--- config.mk ---
export PLATFORM = sky130hd
export DESIGN_NAME = sync_fifo_param_flat
export DESIGN_NICKNAME = d
export VERILOG_FILES = /design/src/rtl/fifo_pkg.sv /design/src/rtl/sync_fifo_param_if.sv /design/src/rtl/fifo_mem.sv /design/src/rtl/sync_fifo_param.sv /design/src/flat_wrapper.sv
export SDC_FILE = /design/constraint.sdc
export NUM_CORES = 1
export LEC_CHECK = 0
export ABC_AREA = 1
export ABC_CLOCK_PERIOD_IN_PS = 2600
export CAP_MARGIN = 5
export CORE_UTILIZATION = 50
export CTS_CLUSTER_SIZE = 10
export DETAILED_ROUTE_END_ITERATION = 12
export GPL_ROUTABILITY_DRIVEN = 0
export HOLD_SLACK_MARGIN = 0.08
export MAX_ROUTING_LAYER = met4
export PLACE_DENSITY = 0.7
export SLEW_MARGIN = 5
export SYNTH_ARGS = -nofsm -noshare
export SYNTH_HDL_FRONTEND = slang
export SYNTH_SLANG_ARGS = --single-unit
--- constraint.sdc ---
create_clock -name clk -period 2.6 [get_ports clk]
set_input_delay 0.26 -clock clk [delete_from_list [all_inputs] [get_ports clk]]
set_output_delay 0.26 -clock clk [all_outputs]
set_load 0.01 [all_outputs]
--- src/rtl/fifo_pkg.sv ---
// Shared types and elaboration helpers for the parametrised synchronous FIFO.
package fifo_pkg;

    typedef enum logic {
        FIFO_STD  = 1'b0,
        FIFO_FWFT = 1'b1
    } fifo_mode_e;

    function automatic int ptr_w(input int depth);
        return $clog2(depth);
    endfunction

    function automatic bit is_pow2(input int n);
        return (n >= 2) && ((n & (n - 1)) == 0);
    endfunction

    function automatic bit thresh_ok(input int depth, input int af, input int ae);
        return (af >= 1) && (af <= depth) && (ae >= 0) && (ae <= depth - 1);
    endfunction

endpackage

--- src/rtl/sync_fifo_param_if.sv ---
// Producer/consumer handshake bundle of the synchronous FIFO.
interface sync_fifo_param_if #(
    parameter int WIDTH = 8,
    parameter int DEPTH = 8
);
    localparam int CW = $clog2(DEPTH) + 1;

    logic             flush;
    logic             write_en;
    logic [WIDTH-1:0] write_data;
    logic             read_en;
    logic [WIDTH-1:0] read_data;
    logic             read_valid;
    logic             mem_full;
    logic             mem_empty;
    logic             almost_full;
    logic             almost_empty;
    logic [CW-1:0]    count;
    logic             overflow;
    logic             underflow;

    modport master (
        output flush, write_en, write_data, read_en,
        input  read_data, read_valid, mem_full, mem_empty,
               almost_full, almost_empty, count, overflow, underflow
    );

    modport slave (
        input  flush, write_en, write_data, read_en,
        output read_data, read_valid, mem_full, mem_empty,
               almost_full, almost_empty, count, overflow, underflow
    );
endinterface

--- src/rtl/fifo_mem.sv ---
// DEPTH x WIDTH storage: one synchronous write port, one asynchronous read port.
module fifo_mem
    import fifo_pkg::*;
#(
    parameter int WIDTH = 8,
    parameter int DEPTH = 8
) (
    input  logic                    clk,
    input  logic                    we,
    input  logic [ptr_w(DEPTH)-1:0] waddr,
    input  logic [WIDTH-1:0]        wdata,
    input  logic [ptr_w(DEPTH)-1:0] raddr,
    output logic [WIDTH-1:0]        rdata
);
    logic [WIDTH-1:0] mem_r [DEPTH];

    // Storage write; contents deliberately carry no reset
    always_ff @(posedge clk) begin
        if (we) begin
            mem_r[waddr] <= wdata;
        end
    end

    assign rdata = mem_r[raddr];
endmodule

--- src/rtl/sync_fifo_param.sv ---
// Single-clock parametrised FIFO with occupancy, thresholds, sticky errors,
// synchronous flush and selectable standard / first-word-fall-through read.
module sync_fifo_param
    import fifo_pkg::*;
#(
    parameter int WIDTH     = 8,
    parameter int DEPTH     = 8,
    parameter int AF_THRESH = DEPTH - 2,
    parameter int AE_THRESH = 2,
    parameter bit FWFT      = 1'b0
) (
    input  logic               clk,
    input  logic               rst_l,
    sync_fifo_param_if.slave   bus
);
    localparam int         PW   = ptr_w(DEPTH);
    localparam int         CW   = PW + 1;
    localparam fifo_mode_e MODE = FWFT ? FIFO_FWFT : FIFO_STD;

    if (!is_pow2(DEPTH)) begin : g_bad_depth
        $error("sync_fifo_param: DEPTH must be a power of 2 and >= 2");
    end
    if (!thresh_ok(DEPTH, AF_THRESH, AE_THRESH)) begin : g_bad_thresh
        $error("sync_fifo_param: AF_THRESH or AE_THRESH out of range");
    end

    logic [PW-1:0]    wr_ptr_r;
    logic [PW-1:0]    rd_ptr_r;
    logic [CW-1:0]    count_r;
    logic [CW-1:0]    count_next_s;
    logic             full_r;
    logic             empty_r;
    logic             almost_full_r;
    logic             almost_empty_r;
    logic             overflow_r;
    logic             underflow_r;
    logic             rd_acc_s;
    logic             wr_acc_s;
    logic             mem_we_s;
    logic [WIDTH-1:0] mem_rdata_s;

    // Accept decisions from registered state; a push at full rides on a same-cycle pop
    always_comb begin
        rd_acc_s = bus.read_en && !empty_r;
        wr_acc_s = bus.write_en && (!full_r || rd_acc_s);
        mem_we_s = wr_acc_s && !bus.flush;
    end

    // Next occupancy; flush wins over any push/pop
    always_comb begin
        count_next_s = count_r;
        if (bus.flush) begin
            count_next_s = '0;
        end else begin
            count_next_s = count_r + CW'(wr_acc_s) - CW'(rd_acc_s);
        end
    end

    fifo_mem #(
        .WIDTH (WIDTH),
        .DEPTH (DEPTH)
    ) u_mem (
        .clk   (clk),
        .we    (mem_we_s),
        .waddr (wr_ptr_r),
        .wdata (bus.write_data),
        .raddr (rd_ptr_r),
        .rdata (mem_rdata_s)
    );

    // Pointers, occupancy and flags registered together so flags track count exactly
    always_ff @(posedge clk or negedge rst_l) begin
        if (!rst_l) begin
            wr_ptr_r       <= '0;
            rd_ptr_r       <= '0;
            count_r        <= '0;
            full_r         <= 1'b0;
            empty_r        <= 1'b1;
            almost_full_r  <= 1'b0;
            almost_empty_r <= 1'b1;
        end else begin
            if (bus.flush) begin
                wr_ptr_r <= '0;
                rd_ptr_r <= '0;
            end else begin
                wr_ptr_r <= wr_ptr_r + PW'(wr_acc_s);
                rd_ptr_r <= rd_ptr_r + PW'(rd_acc_s);
            end
            count_r        <= count_next_s;
            full_r         <= (count_next_s == CW'(DEPTH));
            empty_r        <= (count_next_s == '0);
            almost_full_r  <= (count_next_s >= CW'(AF_THRESH));
            almost_empty_r <= (count_next_s <= CW'(AE_THRESH));
        end
    end

    // Sticky error flags, cleared only by flush or reset
    always_ff @(posedge clk or negedge rst_l) begin
        if (!rst_l) begin
            overflow_r  <= 1'b0;
            underflow_r <= 1'b0;
        end else if (bus.flush) begin
            overflow_r  <= 1'b0;
            underflow_r <= 1'b0;
        end else begin
            overflow_r  <= overflow_r  | (bus.write_en && !wr_acc_s);
            underflow_r <= underflow_r | (bus.read_en && empty_r);
        end
    end

    if (MODE == FIFO_STD) begin : g_std
        logic [WIDTH-1:0] read_data_r;
        logic             read_valid_r;

        // Registered pop: data appears one cycle after an accepted read, then holds
        always_ff @(posedge clk or negedge rst_l) begin
            if (!rst_l) begin
                read_data_r  <= '0;
                read_valid_r <= 1'b0;
            end else if (bus.flush) begin
                read_valid_r <= 1'b0;
            end else if (rd_acc_s) begin
                read_data_r  <= mem_rdata_s;
                read_valid_r <= 1'b1;
            end else begin
                read_valid_r <= 1'b0;
            end
        end

        assign bus.read_data  = read_data_r;
        assign bus.read_valid = read_valid_r;
    end else begin : g_fwft
        // Head word is presented directly from storage, masked to zero when empty
        assign bus.read_valid = !empty_r;
        assign bus.read_data  = empty_r ? '0 : mem_rdata_s;
    end

    assign bus.count        = count_r;
    assign bus.mem_full     = full_r;
    assign bus.mem_empty    = empty_r;
    assign bus.almost_full  = almost_full_r;
    assign bus.almost_empty = almost_empty_r;
    assign bus.overflow     = overflow_r;
    assign bus.underflow    = underflow_r;
endmodule

--- src/flat_wrapper.sv ---
// flat-port wrapper written by rule: the top's interface ports become plain ports
module sync_fifo_param_flat import fifo_pkg::*;
#(
    parameter int WIDTH     = 8,
    parameter int DEPTH     = 8,
    parameter int AF_THRESH = DEPTH - 2,
    parameter int AE_THRESH = 2,
    parameter bit FWFT      = 1'b0
)
  (clk, rst_l, bus_flush, bus_write_en, bus_write_data, bus_read_en, bus_read_data, bus_read_valid, bus_mem_full, bus_mem_empty, bus_almost_full, bus_almost_empty, bus_count, bus_overflow, bus_underflow);
  sync_fifo_param_if #(.WIDTH(WIDTH), .DEPTH(DEPTH)) bus_i ();
  input  logic clk;
  input  logic rst_l;
  input wire logic [$bits(bus_i.flush)-1:0] bus_flush;
  input wire logic [$bits(bus_i.write_en)-1:0] bus_write_en;
  input wire logic [$bits(bus_i.write_data)-1:0] bus_write_data;
  input wire logic [$bits(bus_i.read_en)-1:0] bus_read_en;
  output wire logic [$bits(bus_i.read_data)-1:0] bus_read_data;
  output wire logic [$bits(bus_i.read_valid)-1:0] bus_read_valid;
  output wire logic [$bits(bus_i.mem_full)-1:0] bus_mem_full;
  output wire logic [$bits(bus_i.mem_empty)-1:0] bus_mem_empty;
  output wire logic [$bits(bus_i.almost_full)-1:0] bus_almost_full;
  output wire logic [$bits(bus_i.almost_empty)-1:0] bus_almost_empty;
  output wire logic [$bits(bus_i.count)-1:0] bus_count;
  output wire logic [$bits(bus_i.overflow)-1:0] bus_overflow;
  output wire logic [$bits(bus_i.underflow)-1:0] bus_underflow;
  assign bus_i.flush = bus_flush;
  assign bus_i.write_en = bus_write_en;
  assign bus_i.write_data = bus_write_data;
  assign bus_i.read_en = bus_read_en;
  assign bus_read_data = bus_i.read_data;
  assign bus_read_valid = bus_i.read_valid;
  assign bus_mem_full = bus_i.mem_full;
  assign bus_mem_empty = bus_i.mem_empty;
  assign bus_almost_full = bus_i.almost_full;
  assign bus_almost_empty = bus_i.almost_empty;
  assign bus_count = bus_i.count;
  assign bus_overflow = bus_i.overflow;
  assign bus_underflow = bus_i.underflow;
  sync_fifo_param #(.WIDTH(WIDTH), .DEPTH(DEPTH), .AF_THRESH(AF_THRESH), .AE_THRESH(AE_THRESH), .FWFT(FWFT)) u_core (.clk(clk), .rst_l(rst_l), .bus(bus_i));
endmodule
---- Word-level counts from Yosys, hierarchy flattened ----
Memory sizes are Yosys's and may differ from the RTL's. A register that Yosys moved wholly into a read port is not among the register bits.
Index checks and enable logic that the tools add are counted.
cells by class
  add/subtract/negate cells ............... 4
  order comparisons ....................... 2
  eq/ne operators ......................... 1
  muxes and demuxes ....................... 9
  bitwise operators ....................... 3
  reductions and logical operators ........ 13
operators by type and width
  kind                number
  $add 3x1->3         2
  $mux 1              6
  $mux 3              2
  $logic_and 1x1->1   5
  $logic_not 1->1     5
  $add 4x1->4         1
  $eq 4x4->1 const B  1
  $ge 4x3->1 const B  1
  $le 4x2->1 const B  1
  $logic_not 4->1     1
  $mux 4              1
  $sub 4x1->4         1
  $or 1x1->1          2
  $reduce_and 2->1    1
  $logic_or 1x1->1    1
  $not 1->1           1
word-level totals
  register bits ........................... 17
  memory bits (writable) .................. 64
  input port bits ......................... 13
  output and inout bits ................... 19
  word-level logic and storage cells ...... 43
  memories ................................ 1
memories
  name                depth  bits a word  rd ports  clocked after memory_dff  write ports  line            text
  u_core.u_mem.mem_r  8      8            1         1                         1            fifo_mem.sv:15  logic [WIDTH-1:0] mem_r [DEPTH];

---- Longest topological paths before layout ----
Gate-level depths: netlist (run 1).
  depth after elaboration ................. 8
  mapped depth ............................ 13
  depth with buffers taken out ............ 13

---- By module ----
Synthesis (run 1) repeated with hierarchy kept, for this count alone.
second synthesis, totals
  cells, all modules ...................... 417
  area total of the unflattened synthesis .. 4020.1 um^2
modules (own cells, without submodules)
  module           instances  cells an instance  area an instance (um^2)  sequential area each (um^2)
  fifo_mem         1          295                2890.3                   1921.8
  sync_fifo_param  1          122                1129.8                   628.1

---- Least setup slack after synthesis (run 1) ----
No wires, ideal clock.
  path type ............................... reg-to-reg
  from .................................... reg u_core.empty_r (netlist: u_core.bus.mem_empty)
  to ...................................... reg u_core.full_r (netlist: u_core.bus.mem_full)
  setup time .............................. 121 ps
  data arrival time ....................... 1898 ps
  path slack .............................. 581 ps
  cell stages (with the launch flop) ...... 12
  path buffers ............................ 0
  clock period less this slack ............ 2019 ps
  cells stage by stage .................... dfstp_2 nor2_4 inv_2 or2_1 nand2_1 ha_1 fa_1 inv_1 o21ai_1 nor2_1 inv_1 nor2_1
on the way
  longest elaborated chain between the ends .. 8
ends and longest elaborated chain
  what                    line                   text
  start, declared         sync_fifo_param.sv:32  logic empty_r;
  start signal, assigned  sync_fifo_param.sv:91  empty_r <= (count_next_s == '0);
  $logic_not 1->1 (*)     sync_fifo_param.sv:44  rd_acc_s = bus.read_en && !empty_r;
  $logic_and 1x1->1 (*)   sync_fifo_param.sv:44
  $logic_or 1x1->1        sync_fifo_param.sv:45  wr_acc_s = bus.write_en && (!full_r || rd_acc_s);
  $logic_and 1x1->1       sync_fifo_param.sv:45
  $add 4x1->4             sync_fifo_param.sv:55  count_next_s = count_r + CW'(wr_acc_s) - CW'(rd_acc_s);
  $sub 4x1->4 (*)         sync_fifo_param.sv:55
  $mux 4 (*)              sync_fifo_param.sv:52  if (bus.flush) begin
  $eq 4x4->1 (*)          sync_fifo_param.sv:90  full_r <= (count_next_s == CW'(DEPTH));
  end signal, assigned    sync_fifo_param.sv:90
  end, declared           sync_fifo_param.sv:31  logic full_r;
Every way passes the cells marked *; elsewhere a longest branch is shown, timed or not.

---- Worst setup path in the final report (run 1) ----
  from .................................... reg u_core.empty_r (netlist: u_core.bus.mem_empty)
  to ...................................... reg u_core.full_r (netlist: u_core.bus.mem_full)
on the way
  longest elaborated chain between the ends .. 8
ends and longest elaborated chain
  what                        line                   text
  $logic_not 1->1 (*)         sync_fifo_param.sv:44
  $logic_and 1x1->1 (*)       sync_fifo_param.sv:44
  $logic_or 1x1->1            sync_fifo_param.sv:45
  $logic_and 1x1->1           sync_fifo_param.sv:45
  $add 4x1->4                 sync_fifo_param.sv:55
  $sub 4x1->4 (*)             sync_fifo_param.sv:55
  $mux 4 (*)                  sync_fifo_param.sv:52
  via u_core.count_next_s[2]  sync_fifo_param.sv:30  logic [CW-1:0] count_next_s;
  $eq 4x4->1 (*)              sync_fifo_param.sv:90
The timed path passes the listed nets; every way through them passes the cells marked *.

==> metrics.yaml, run 1 <==
antenna_cells: 0
area_of_the_multi_input_gates_um2: 972
initial_cell_density_of_the_core_pct: 52.7
clk-insertion-delay-late_ps: 360
design.final.nets: 449
wl_per_cell_um: 14.3
number_of_antenna_violations_at_the_first_check_in_global_routing: 0
rows: 31
max_cap_viols: 0
highest_cell_delay_on_the_worst_timing_path_ps: 570
cts_hold_buffers: 0
crit_path_cell_trace: "nor2_4 -> inv_2 -> or2_1 -> nand2_1 -> ha_1 -> fa_1 -> nand2_1 -> nand2_1 -> nor2_1 -> nor2_1 -> inv_1 -> nor2_1"
timing.final.max_slew_violations: 0
first_global_vias: 2532
result_of_the_run: "finished, final reports clean"
horizontal_extent_of_the_die_um: 90.4
setup-violations-final: 0
cts_max_level: 3
grt_remaining_overflow: 0
track_usage_pct: 21.5
total_power_consumption_mw: 3.81
setup.worst_path.start_class: "register"
cts_tree: "built"
post-dp-hpwl_um: 4900
critical_path_peak_fanout: 4
path_clk_slew_ps: 90
internal-power_mw: 2.60
final_layout_size_suffix_gt1_share_pct: 10.2
ff_latch_area_um2: 2550
place.port_buffers: 31
final_min_period_over_clock_period_pct: 83.5
transition_time_of_the_tightest_slew_check_pin_ps: 495
hold_path_class: "in -> async"
netlist_area_um2: 3910
tritoncts_num_sinks: 89
first_iter_violations: 183
route.antenna.remaining_nets: 0
finClkSkew_ps: 9.78
dominantRegCellSynth: "sky130_fd_sc_hd__edfxtp_1"
worstSetupEndpointType: "register"
critPathKind: "reg -> reg"
share_comb_of_total_power_pct: 28.5
coreArea_um2: 7410
drt_wl_total_um: 7620
power.net_switching_mw: 1.21
number_of_buffers_on_the_longest_clock_path: 2
grt_first_pass_wirelength_um: 12600
setup_tns_final_ps: 0
clock_power_share_pct: 24.5
post_cts_buffers: 0
critical-path-top-delay-family: "simple AND/OR/NAND/NOR gates"
vias: 2561
cts_inserted_buffers: 9
p_leak_nw: 2.07
sw_frac_of_total_pct: 31.8
boundaryPins: 32
ir_drop_worst_vdd_mv: 0.427
number_of_synthesized_register_bits: 89
synth_enable_flop_cells: 64
synth-seq-area-share_pct: 65.3
sequentialPowerShare_pct: 47.1
synth_cells: 385
postcts_resize_cnt: 0
max-slew-margin-rel_pct: 67.0
drcViolationCount: 0
rsz0062_at_grt: "false"
final_hold_viol_count: 0
crit_slowest_cell: "sky130_fd_sc_hd__dfstp_2"
syn_avg_cell_area_um2: 10.1
power-per-cell-area_nw_per_um2: 838
detailedRoute.firstPassIterationCount: 4
mappedNetlistNets: 406
design.die.area_um2: 8170
maximum_number_of_pins_on_one_net_before_global_route_repair: 33
ys_async_rst_share_pct: 28.1
post_drt_via_cell_ratio: 4.81
critical_path_arrival_ps: 2420
cts_root_buffer: "sky130_fd_sc_hd__clkbuf_8"
timing.critical_path.buf_inv: 2
n_fill_cell: 620
yosys_warnings: 0
finalWorstPathRequiredPeriod_ps: 2170
crit_required_ps: 2850
synth_cell_type_count: 24
fp.dieH_um: 90.4
achievable-frequency_mhz: 461
area_growth_pct: 16.2
layout by cell type, fill, tap and decap left out:
master | netlist | layout
sky130_fd_sc_hd__nand2_1 | 115 | 115
sky130_fd_sc_hd__inv_1 | 68 | 68
sky130_fd_sc_hd__edfxtp_1 | 64 | 64
sky130_fd_sc_hd__nand3_1 | 51 | 51
sky130_fd_sc_hd__clkdlybuf4s50_1 | 0 | 31
sky130_fd_sc_hd__dfrtp_1 | 23 | 23
sky130_fd_sc_hd__nor2_1 | 20 | 20
sky130_fd_sc_hd__buf_4 | 5 | 13
sky130_fd_sc_hd__clkbuf_8 | 0 | 10
sky130_fd_sc_hd__ha_1 | 7 | 7
sky130_fd_sc_hd__a21oi_1 | 5 | 5
sky130_fd_sc_hd__inv_2 | 4 | 4
sky130_fd_sc_hd__nand2_2 | 3 | 3
sky130_fd_sc_hd__clkinv_2 | 1 | 3
sky130_fd_sc_hd__inv_4 | 2 | 2
sky130_fd_sc_hd__clkinv_4 | 0 | 2
sky130_fd_sc_hd__dfstp_2 | 2 | 2
sky130_fd_sc_hd__nor2_4 | 1 | 1
sky130_fd_sc_hd__nor2_2 | 1 | 1
sky130_fd_sc_hd__or2_1 | 1 | 1
sky130_fd_sc_hd__nor3_4 | 1 | 1
sky130_fd_sc_hd__o21ai_1 | 1 | 1
sky130_fd_sc_hd__xnor2_1 | 1 | 1
sky130_fd_sc_hd__o21ai_0 | 1 | 1
sky130_fd_sc_hd__fa_1 | 1 | 1
sky130_fd_sc_hd__inv_6 | 0 | 1
sky130_fd_sc_hd__clkbuf_16 | 0 | 1
synthesized netlist by cell type, drive strengths merged (2+ instances only):
master	count	area, µm²
a21oi	5	25.0
inv	74	283
dfstp	2	52.6
edfxtp	64	1920
nand2	118	450
ha	7	87.6
nor2	22	92.6
dfrtp	23	576
buf	12	97.6
o21ai	2	10.0
nand3	51	255
power groups by stage:
stage / combinational, mW / clock [mW] / sequential [mW]
after floorplan: 0.654 / 0 / 1.86
final: 1.08 / 0.931 / 1.79
after global placement: 1.07 / 0 / 1.82
after CTS: 1.09 / 0.945 / 1.79
after detailed placement: 1.08 / 0 / 1.82
after global routing: 1.22 / 1.01 / 1.81
registers in the layout, indices dropped and copies added, names as in the netlist:
name                     flops
u_core.bus.count             4
u_core.bus.mem_full          1
u_core.bus.almost_full       1
u_core.bus.almost_empty      1
u_core.bus.overflow          1
u_core.rd_ptr_r              3
u_core.wr_ptr_r              3
u_core.bus.mem_empty         1
u_core.bus.read_valid        1
u_core.u_mem.mem_r          64
u_core.bus.read_data         8
u_core.bus.underflow         1
metal layers:
metal / share of wire [%] / track usage, % / up-vias / wire [µm]
met5: 0 / - / - / 0
met1: 45 / 27.7 / 1191 / 3430
li1: - / - / 1295 / -
met4: 2.5 / 11.3 / 0 / 189
met3: 3.8 / 2.95 / 16 / 288
met2: 49 / 33.4 / 59 / 3720
stage by stage:
step | utilization [%] | setup slack (ps) | hold WS, ps | cell area (µm²) | cells
floorplan | - | 581 | -35.6 | 3910 | 385
global placement | 58.6 | 166 | 466 | 4340 | 516
detailed placement | 58.6 | 108 | 466 | 4340 | 516
CTS | 61.3 | 446 | 249 | 4540 | 532
global route | 61.3 | 264 | 268 | 4540 | 532
finish | 61.3 | 430 | 250 | 4540 | 532
final timing paths:
check	startpoint	endpoint	slack, ps	depth (start not counted)
setup / recovery	u_core.bus.mem_empty$_DFF_PN1_	u_core.bus.mem_full$_DFF_PN0_	430	12
hold / removal	rst_l	u_core.bus.read_data[1]$_DFFE_PN0P_	250	2
setup reg to reg	u_core.bus.mem_empty$_DFF_PN1_	u_core.bus.mem_full$_DFF_PN0_	430	12
hold reg to reg	u_core.bus.read_data[7]$_DFFE_PN0P_	u_core.bus.read_data[7]$_DFFE_PN0P_	490	2
max in group asynchronous	rst_l	u_core.bus.almost_empty$_DFF_PN1_	2050	2
min in group clk	bus_write_en	u_core.bus.overflow$_DFF_PN0_	480	3
area by class of cell:
cell class,count,share of cell area [%]
multi-input combinational,209,21.4
timing repair buffer,44,8.98
clock inverter,5,0.799
tap,99,2.73
clock buffer,11,3.58
sequential,89,56.2
inverter,75,6.34
cells by family (layout without fill, tap and decap cells):
kind of cell | count (synthesis) | count (layout) | synth area share, %
compound gates | 7 | 7 | 0.896
xor+xnor | 1 | 1 | 0.224
fa+ha+maj | 8 | 8 | 2.75
buf+inv | 87 | 135 | 9.86
flops | 89 | 89 | 65.3
simple gates | 193 | 193 | 21.0
Note: power is estimated with default switching activity, not from simulation.
==> run 2, diff against run 1 <==
- ABC_CLOCK_PERIOD_IN_PS: 2600 -> 1700
- PLACE_DENSITY: 0.7 -> 0.73
- clock period: 2.6 -> 1.7 ns (I/O delays scaled with it)
==> run 2 against run 1 <==
Effect of this change: the run now ends with negative setup slack left; maximum frequency is 10% higher; cell count is 3.4% higher; worst setup slack worse by 700 ps; final area is 4.5% higher; flip-flop and latch count stayed put; non-clock buffer count is 19 higher; count of clock-buffer cells in the layout is 1 higher; register-to-register slack worse by 700 ps; critical path depth is 1 lower; die area stayed put; critical path type unchanged.
==> metrics.yaml, run 2 (synthesis results as in run 1) <==
result_of_the_run: "finished, violations left"  # was finished, final reports clean
violations: "negative setup slack"
rows: 31  # unchanged
timing.final.ws_setup_ps: -272  # was 430 ps
transition_time_of_the_tightest_slew_check_pin_ps: 480  # was 495 ps
critical_path_arrival_ps: 2230  # was 2420 ps
initial_cell_density_of_the_core_pct: 52.7  # unchanged
layout_common_cells: "sky130_fd_sc_hd__nand2_1 (113), sky130_fd_sc_hd__inv_1 (67), sky130_fd_sc_hd__edfxtp_1 (64)"  # was sky130_fd_sc_hd__nand2_1 (115), sky130_fd_sc_hd__inv_1 (68), sky130_fd_sc_hd__edfxtp_1 (64)
grt_remaining_overflow: 0  # unchanged
first_global_vias: 2629  # was 2532
cts_inserted_buffers: 9  # unchanged
crit_required_ps: 1950  # was 2850 ps
vias: 2694  # was 2561
reg2regPathDepth: 11  # was 12
critical_path.reg2reg.endpoint: "u_core.bus.mem_full$_DFF_PN0_"  # unchanged
area_of_the_multi_input_gates_um2: 1050  # was 972 µm²
setup-violations-final: 7  # was 0
timing.final.max_slew_violations: 0  # unchanged
antenna_cells: 0  # unchanged
route.antenna.remaining_nets: 0  # unchanged
rsz0062_at_grt: "true"  # was false
crit_end: "u_core.bus.mem_full$_DFF_PN0_"  # unchanged
post-dp-hpwl_um: 5320  # was 4900 µm
cts_tree: "built"  # unchanged
worstSetupEndpointType: "register"  # unchanged
timing.reg2reg.setup_slack_ps: -270  # was 430 ps
place.port_buffers: 31  # unchanged
hold_path_class: "in -> async"  # unchanged
first_iter_violations: 189  # was 183
boundaryPins: 32  # unchanged
fp.dieH_um: 90.4  # unchanged
area_growth_pct: 21.4  # was 16.2%
critPathKind: "reg -> reg"  # unchanged
power-per-cell-area_nw_per_um2: 1280  # was 838 nW/µm²
n_fill_cell: 606  # was 620
p_leak_nw: 2.15  # was 2.07 nW
number_of_antenna_violations_at_the_first_check_in_global_routing: 0  # unchanged
coreArea_um2: 7410  # unchanged
largest_register_ffs: 64  # unchanged
clk-insertion-delay-late_ps: 360  # about the same
ir_drop_worst_vdd_mv: 0.626  # was 0.427 mV
crit_slowest_cell: "sky130_fd_sc_hd__dfstp_2"  # unchanged
track_usage_pct: 21.9  # was 21.5%
layout_commonest_cell: "sky130_fd_sc_hd__nand2_1"  # unchanged
design.final.nets: 468  # was 449
post_drt_via_cell_ratio: 4.90  # was 4.81
largest-register: "u_core.u_mem.mem_r"  # unchanged
path_clk_slew_ps: 90  # about the same
maximum_number_of_pins_on_one_net_before_global_route_repair: 33  # unchanged
ff_latch_area_um2: 2550  # about the same
highest_cell_delay_on_the_worst_timing_path_ps: 570  # about the same
detailedRoute.firstPassIterationCount: 4  # unchanged
finish.cell_count_without_fillers: 550  # was 532
drcViolationCount: 0  # unchanged
finalWorstPathRequiredPeriod_ps: 1970  # was 2170 ps
fin_hold_ws_ps: 160  # was 250 ps
cts_hold_buffers: 0  # unchanged
critical_path_peak_fanout: 3  # was 4
finClkSkew_ps: 14.2  # was 9.78 ps
worst_setup_path_startpoint: "u_core.bus.mem_empty$_DFF_PN1_"  # unchanged
grt_first_pass_wirelength_um: 13000  # was 12600 µm
final_layout_size_suffix_gt1_share_pct: 17.1  # was 10.2%
drt_wl_total_um: 7840  # was 7620 µm
crit_path_cell_trace: "nor2_4 -> inv_2 -> or2_4 -> nand2_4 -> ha_4 -> fa_2 -> inv_2 -> o21ai_1 -> nor2_1 -> inv_1 -> nor2_1"  # was nor2_4 -> inv_2 -> or2_1 -> nand2_1 -> ha_1 -> fa_1 -> nand2_1 -> nand2_1 -> nor2_1 -> nor2_1 -> inv_1 -> nor2_1
placed_cells: 534  # was 516
tritoncts_num_sinks: 89  # unchanged
achievable-frequency_mhz: 507  # was 461 MHz
design.die.area_um2: 8170  # unchanged
max_cap_viols: 0  # unchanged
cts_root_buffer: "sky130_fd_sc_hd__clkbuf_8"  # unchanged
cts_max_level: 3  # unchanged
final_min_period_over_clock_period_pct: 116  # was 83.5%
max-slew-margin-rel_pct: 68.0  # was 67.0%
horizontal_extent_of_the_die_um: 90.4  # unchanged
setup.worst_path.start_class: "register"  # unchanged
final_hold_viol_count: 0  # unchanged
crit-reg2reg-launch: "u_core.bus.mem_empty$_DFF_PN1_"  # unchanged
number_of_buffers_on_the_longest_clock_path: 2  # unchanged
wl_per_cell_um: 14.2  # was 14.3 µm
## run 2: per-stage QoR
step	util [%]	setup WS, ps	setup TNS [ps]	cell area (µm²)	total power [mW]
3_5_place_dp	60.8	-634	-19050	4510	4.62
3_3_place_gp	60.8	-574	-17000	4510	4.55
2_1_floorplan	-	-257	-763	3940	3.89
6_report	64.0	-272	-905	4740	6.06
5_1_grt	64.0	-338	-1550	4740	6.42
4_1_cts	63.5	-250	-935	4700	5.99
## run 2: report_power, final
group,switching (mW),leakage (nW),internal [mW]
Combinational,1.07,1.17,0.879
Clock,0.678,0.0881,0.671
Sequential,0.166,0.897,2.59
Total,1.91,2.15,4.14
## run 2: worst max-delay path: cells and delay by family, from the launching register on
family	cells	cell delay, ps
AOI/OAI and AO/OA	1	130
adders and majority gates	2	700
DFF	1	570
and+or+nand+nor	5	320
buffers and inverters	3	140
## run 2: timing repair
item                                    CTS  global route
endpoints found under the setup margin    8            58
pin swaps                                 9             3
resized for setup                         5            13
setup buffers                             1             0
## run 2: metal layers
metal	wire (µm)	GRT usage, %	part of all wire, %
met3	354	3.28	4.5
met1	3490	28.3	45
met2	3790	33.8	48
met4	197	11.0	2.5
met5	0	-	0
## run 2: area by class of cell
class / instances / share of cell area, %
well taps: 99 / 2.61
inverters: 75 / 6.07
repair buffers: 63 / 11.6
flip-flops and latches: 89 / 53.8
multi-input cells: 209 / 22.2
clock buffers: 12 / 2.85
clock inverters: 3 / 0.897
## run 2: worst min-delay path by stage
stage,startpoint,endpoint,slack (ps),cells past startpoint
after floorplan,rst_l,u_core.bus.almost_full$_DFF_PN0_,-130,0
after global routing,rst_l,u_core.bus.count[3]$_DFF_PN0_,200,2
after global placement,u_core.bus.read_data[1]$_DFFE_PN0P_,u_core.bus.read_data[1]$_DFFE_PN0P_,460,2
after detailed placement,u_core.bus.read_data[1]$_DFFE_PN0P_,u_core.bus.read_data[1]$_DFFE_PN0P_,470,2
after CTS,rst_l,u_core.bus.mem_full$_DFF_PN0_,170,2
final,rst_l,u_core.bus.mem_full$_DFF_PN0_,160,2
==> run 3, diff against run 2 <==
- SLEW_MARGIN: 5 -> 20
- SYNTH_HIERARCHICAL: not set -> 1
==> run 3 against run 2 <==
Effect of this change: via count grew 4.9%; count of clock-buffer cells in the layout shrank 3; first-iteration DRC count shrank 12%; maximum frequency shrank 8.6%; sequential share of layout area shrank 3.9 points; die area grew 2.8%; total power grew 8.6%; global-route usage shrank 1.2 points; highest routed layer unchanged; flip-flop and latch count is the same; synthesized cell count grew 8.3%; the flow still finishes with violations (negative setup slack); core utilization grew 1.8 points; worst hold slack gained 14 ps.
==> metrics.yaml, run 3 <==
drcViolationCount: 0  # unchanged
synth_enable_flop_cells: 64  # unchanged
ys_async_rst_share_pct: 28.1  # unchanged
layout_common_cells: "sky130_fd_sc_hd__nand2_1 (142), sky130_fd_sc_hd__inv_1 (83), sky130_fd_sc_hd__edfxtp_1 (64)"  # was sky130_fd_sc_hd__nand2_1 (113), sky130_fd_sc_hd__inv_1 (67), sky130_fd_sc_hd__edfxtp_1 (64)
final_hold_viol_count: 0  # unchanged
finish.cell_count_without_fillers: 594  # was 550
transition_time_of_the_tightest_slew_check_pin_ps: 374  # was 480 ps
syn_avg_cell_area_um2: 9.64  # was 10.1 µm²
finalCoreUtilization_pct: 65.8  # was 64.0%
max-slew-margin-rel_pct: 75.0  # was 68.0%
design.die.area_um2: 8400  # was 8170 µm²
ir_drop_worst_vdd_mv: 1.14  # was 0.626 mV
initial_cell_density_of_the_core_pct: 51.8  # was 52.7%
result_of_the_run: "finished, violations left"  # unchanged
synth_cell_type_count: 20  # was 24
highest_cell_delay_on_the_worst_timing_path_ps: 550  # was 570 ps
netlist_area_um2: 4020  # was 3910 µm²
final_min_period_over_clock_period_pct: 127  # was 116%
coreArea_um2: 7770  # was 7410 µm²
route.antenna.remaining_nets: 0  # unchanged
yosys_warnings: 6  # was 0
ff_latch_area_um2: 2550  # about the same
cts_max_level: 3  # unchanged
netlist_top_cells_area: "sky130_fd_sc_hd__edfxtp_1 (48%), sky130_fd_sc_hd__dfrtp_1 (14%), sky130_fd_sc_hd__nand2_1 (14%)"  # was sky130_fd_sc_hd__edfxtp_1 (49%), sky130_fd_sc_hd__dfrtp_1 (15%), sky130_fd_sc_hd__nand2_1 (11%)
tritoncts_num_sinks: 89  # unchanged
layout_commonest_cell: "sky130_fd_sc_hd__nand2_1"  # unchanged
fp.dieH_um: 91.7  # was 90.4 µm
yosys-top-cells-count: "sky130_fd_sc_hd__nand2_1 (148), sky130_fd_sc_hd__inv_1 (89), sky130_fd_sc_hd__edfxtp_1 (64), sky130_fd_sc_hd__nand3_1 (35), sky130_fd_sc_hd__dfrtp_1 (23)"  # was sky130_fd_sc_hd__nand2_1 (115), sky130_fd_sc_hd__inv_1 (68), sky130_fd_sc_hd__edfxtp_1 (64), sky130_fd_sc_hd__nand3_1 (51), sky130_fd_sc_hd__dfrtp_1 (23)
grt_first_pass_wirelength_um: 12700  # was 13000 µm
wl_per_cell_um: 13.4  # was 14.2 µm
p_leak_nw: 2.38  # was 2.15 nW
timing.final.max_slew_violations: 0  # unchanged
synth_cells: 417  # was 385
antenna_cells: 0  # unchanged
design.final.nets: 509  # was 468
setup_tns_final_ps: -10600  # was -905 ps
achievable-frequency_mhz: 463  # was 507 MHz
worst_setup_path_startpoint: "u_core/bus.mem_empty$_DFF_PN1_"  # was u_core.bus.mem_empty$_DFF_PN1_
violations: "negative setup slack"  # unchanged
dominantRegCellSynth: "sky130_fd_sc_hd__edfxtp_1"  # unchanged
area_growth_pct: 27.2  # was 21.4%
final_layout_size_suffix_gt1_share_pct: 20.5  # was 17.1%
first_iter_violations: 167  # was 189
placed_cells: 574  # was 534
synth.most_common_cell: "sky130_fd_sc_hd__nand2_1"  # unchanged
track_usage_pct: 20.7  # was 21.9%
n_fill_cell: 587  # was 606
area_of_the_multi_input_gates_um2: 1210  # was 1050 µm²
critical_path_arrival_ps: 2410  # was 2230 ps
largest_register_ffs: 64  # unchanged
boundaryPins: 32  # unchanged
post-dp-hpwl_um: 5260  # was 5320 µm
timing.final.ws_setup_ps: -459  # was -272 ps
crit_required_ps: 1950  # about the same
cts_root_buffer: "sky130_fd_sc_hd__clkbuf_8"  # unchanged
yosysTopAreaCellShare_pct: 47.8  # was 49.2%
horizontal_extent_of_the_die_um: 91.7  # was 90.4 µm
worstSetupEndpointType: "register"  # unchanged
path_clk_slew_ps: 90  # about the same
clk-insertion-delay-late_ps: 350  # was 360 ps
crit-reg2reg-launch: "u_core/bus.mem_empty$_DFF_PN1_"  # was u_core.bus.mem_empty$_DFF_PN1_
number_of_synthesized_register_bits: 89  # unchanged
detailedRoute.firstPassIterationCount: 4  # unchanged
number_of_antenna_violations_at_the_first_check_in_global_routing: 0  # unchanged
setup.worst_path.start_class: "register"  # unchanged
critPathKind: "reg -> reg"  # unchanged
rsz0062_at_grt: "true"  # unchanged
place.port_buffers: 31  # unchanged
cts_tree: "built"  # unchanged
hold_path_class: "in -> async"  # unchanged
finalWorstPathRequiredPeriod_ps: 2160  # was 1970 ps
total_power_consumption_mw: 6.58  # was 6.06 mW
crit_path_cell_trace: "inv_2 -> nand2_2 -> buf_6 -> inv_4 -> ha_4 -> inv_4 -> ha_4 -> fa_2 -> nand2_2 -> o21ai_2 -> nor2_2 -> inv_1 -> nor2_2"  # was nor2_4 -> inv_2 -> or2_4 -> nand2_4 -> ha_4 -> fa_2 -> inv_2 -> o21ai_1 -> nor2_1 -> inv_1 -> nor2_1
largest-register: "u_core/u_mem/mem_r"  # was u_core.u_mem.mem_r
grt_remaining_overflow: 0  # unchanged
cts_inserted_buffers: 9  # unchanged
synth-seq-area-share_pct: 63.4  # was 65.3%
synth_largest_area_cell: "sky130_fd_sc_hd__edfxtp_1"  # unchanged
critical_path_peak_fanout: 2  # was 3
vias: 2827  # was 2694
power-per-cell-area_nw_per_um2: 1290  # was 1280 nW/µm²
setup-violations-final: 72  # was 7
number_of_buffers_on_the_longest_clock_path: 2  # unchanged
max_cap_viols: 0  # unchanged
drt_wl_total_um: 7930  # was 7840 µm
maximum_number_of_pins_on_one_net_before_global_route_repair: 33  # unchanged
mappedNetlistNets: 439  # was 406
first_global_vias: 2774  # was 2629
rows: 32  # was 31
finClkSkew_ps: 8.95  # was 14.2 ps
post_drt_via_cell_ratio: 4.76  # was 4.90
crit_slowest_cell: "sky130_fd_sc_hd__dfstp_2"  # unchanged
==> run 3: report_power, final <==
group	leakage, nW	internal (mW)	switching, mW
combinational	1.39	1.09	1.32
clock	0.0893	0.676	0.736
sequential	0.897	2.61	0.153
total	2.38	4.37	2.21
==> run 3: critical path, delay by kind of cell, from the launching register on <==
| family | cells | cell delay (ps) |
|---|---|---|
| fa+ha+maj | 3 | 960 |
| flops | 1 | 550 |
| buf+inv | 5 | 260 |
| simple gates | 4 | 230 |
| compound gates | 1 | 60 |
==> run 3: cell type report <==
type / instances / share of cell area [%]
inverters: 93 / 6.98
clock inverters: 7 / 1.37
multi-input cells: 223 / 23.7
well taps: 102 / 2.50
repair buffers: 71 / 13.2
clock buffers: 9 / 2.42
flip-flops and latches: 89 / 49.9
==> run 3: kinds of logic after synthesis <==
family,Yosys count,synth area share (%)
xor gates and xnor gates,2,0.436
buffers and inverters,105,11.5
and+or+nand+nor,207,20.9
adders and majority gates,9,2.99
AOI/OAI and AO/OA,5,0.778
DFF,89,63.4
==> run 3: final timing paths <==
check / endpoint / slack (ps) / cells after the start
worst max register to register: u_core/bus.mem_full$_DFF_PN0_ / -460 / 13
max in group asynchronous: u_core/bus.mem_empty$_DFF_PN1_ / 1230 / 2
min in group clk: u_core/bus.read_data[0]$_DFFE_PN0P_ / 480 / 2
worst min-delay path: u_core/bus.read_data[5]$_DFFE_PN0P_ / 170 / 2
worst max-delay path: u_core/bus.mem_full$_DFF_PN0_ / -460 / 13
worst min register to register: u_core/bus.read_data[0]$_DFFE_PN0P_ / 480 / 2
==> run 3: repair_timing <==
| action | 4_1_cts | 5_1_grt |
|---|---|---|
| resized for setup | 41 | 7 |
| hold buffers | 0 | 0 |
| setup buffers | 2 | 3 |
| setup endpoints to repair | 73 | 74 |
| pin swaps | 12 | 5 |
==> run 3: metrics by stage <==
stage / area [µm²] / setup slack (ps) / hold WS (ps)
after global placement: 4700 / -694 / 458
after CTS: 5050 / -443 / 165
after detailed placement: 4700 / -745 / 463
after global routing: 5110 / -587 / 214
after floorplan: 4090 / -440 / -126
final: 5110 / -459 / 174
==> run 3: layer usage <==
layer	GRT usage, %	share of wire (%)	vias to the layer above
met5	-	0	-
li1	-	-	1417
met2	35.0	51	76
met3	3.57	4.4	18
met4	8.33	2.2	0
met1	24.7	42	1316
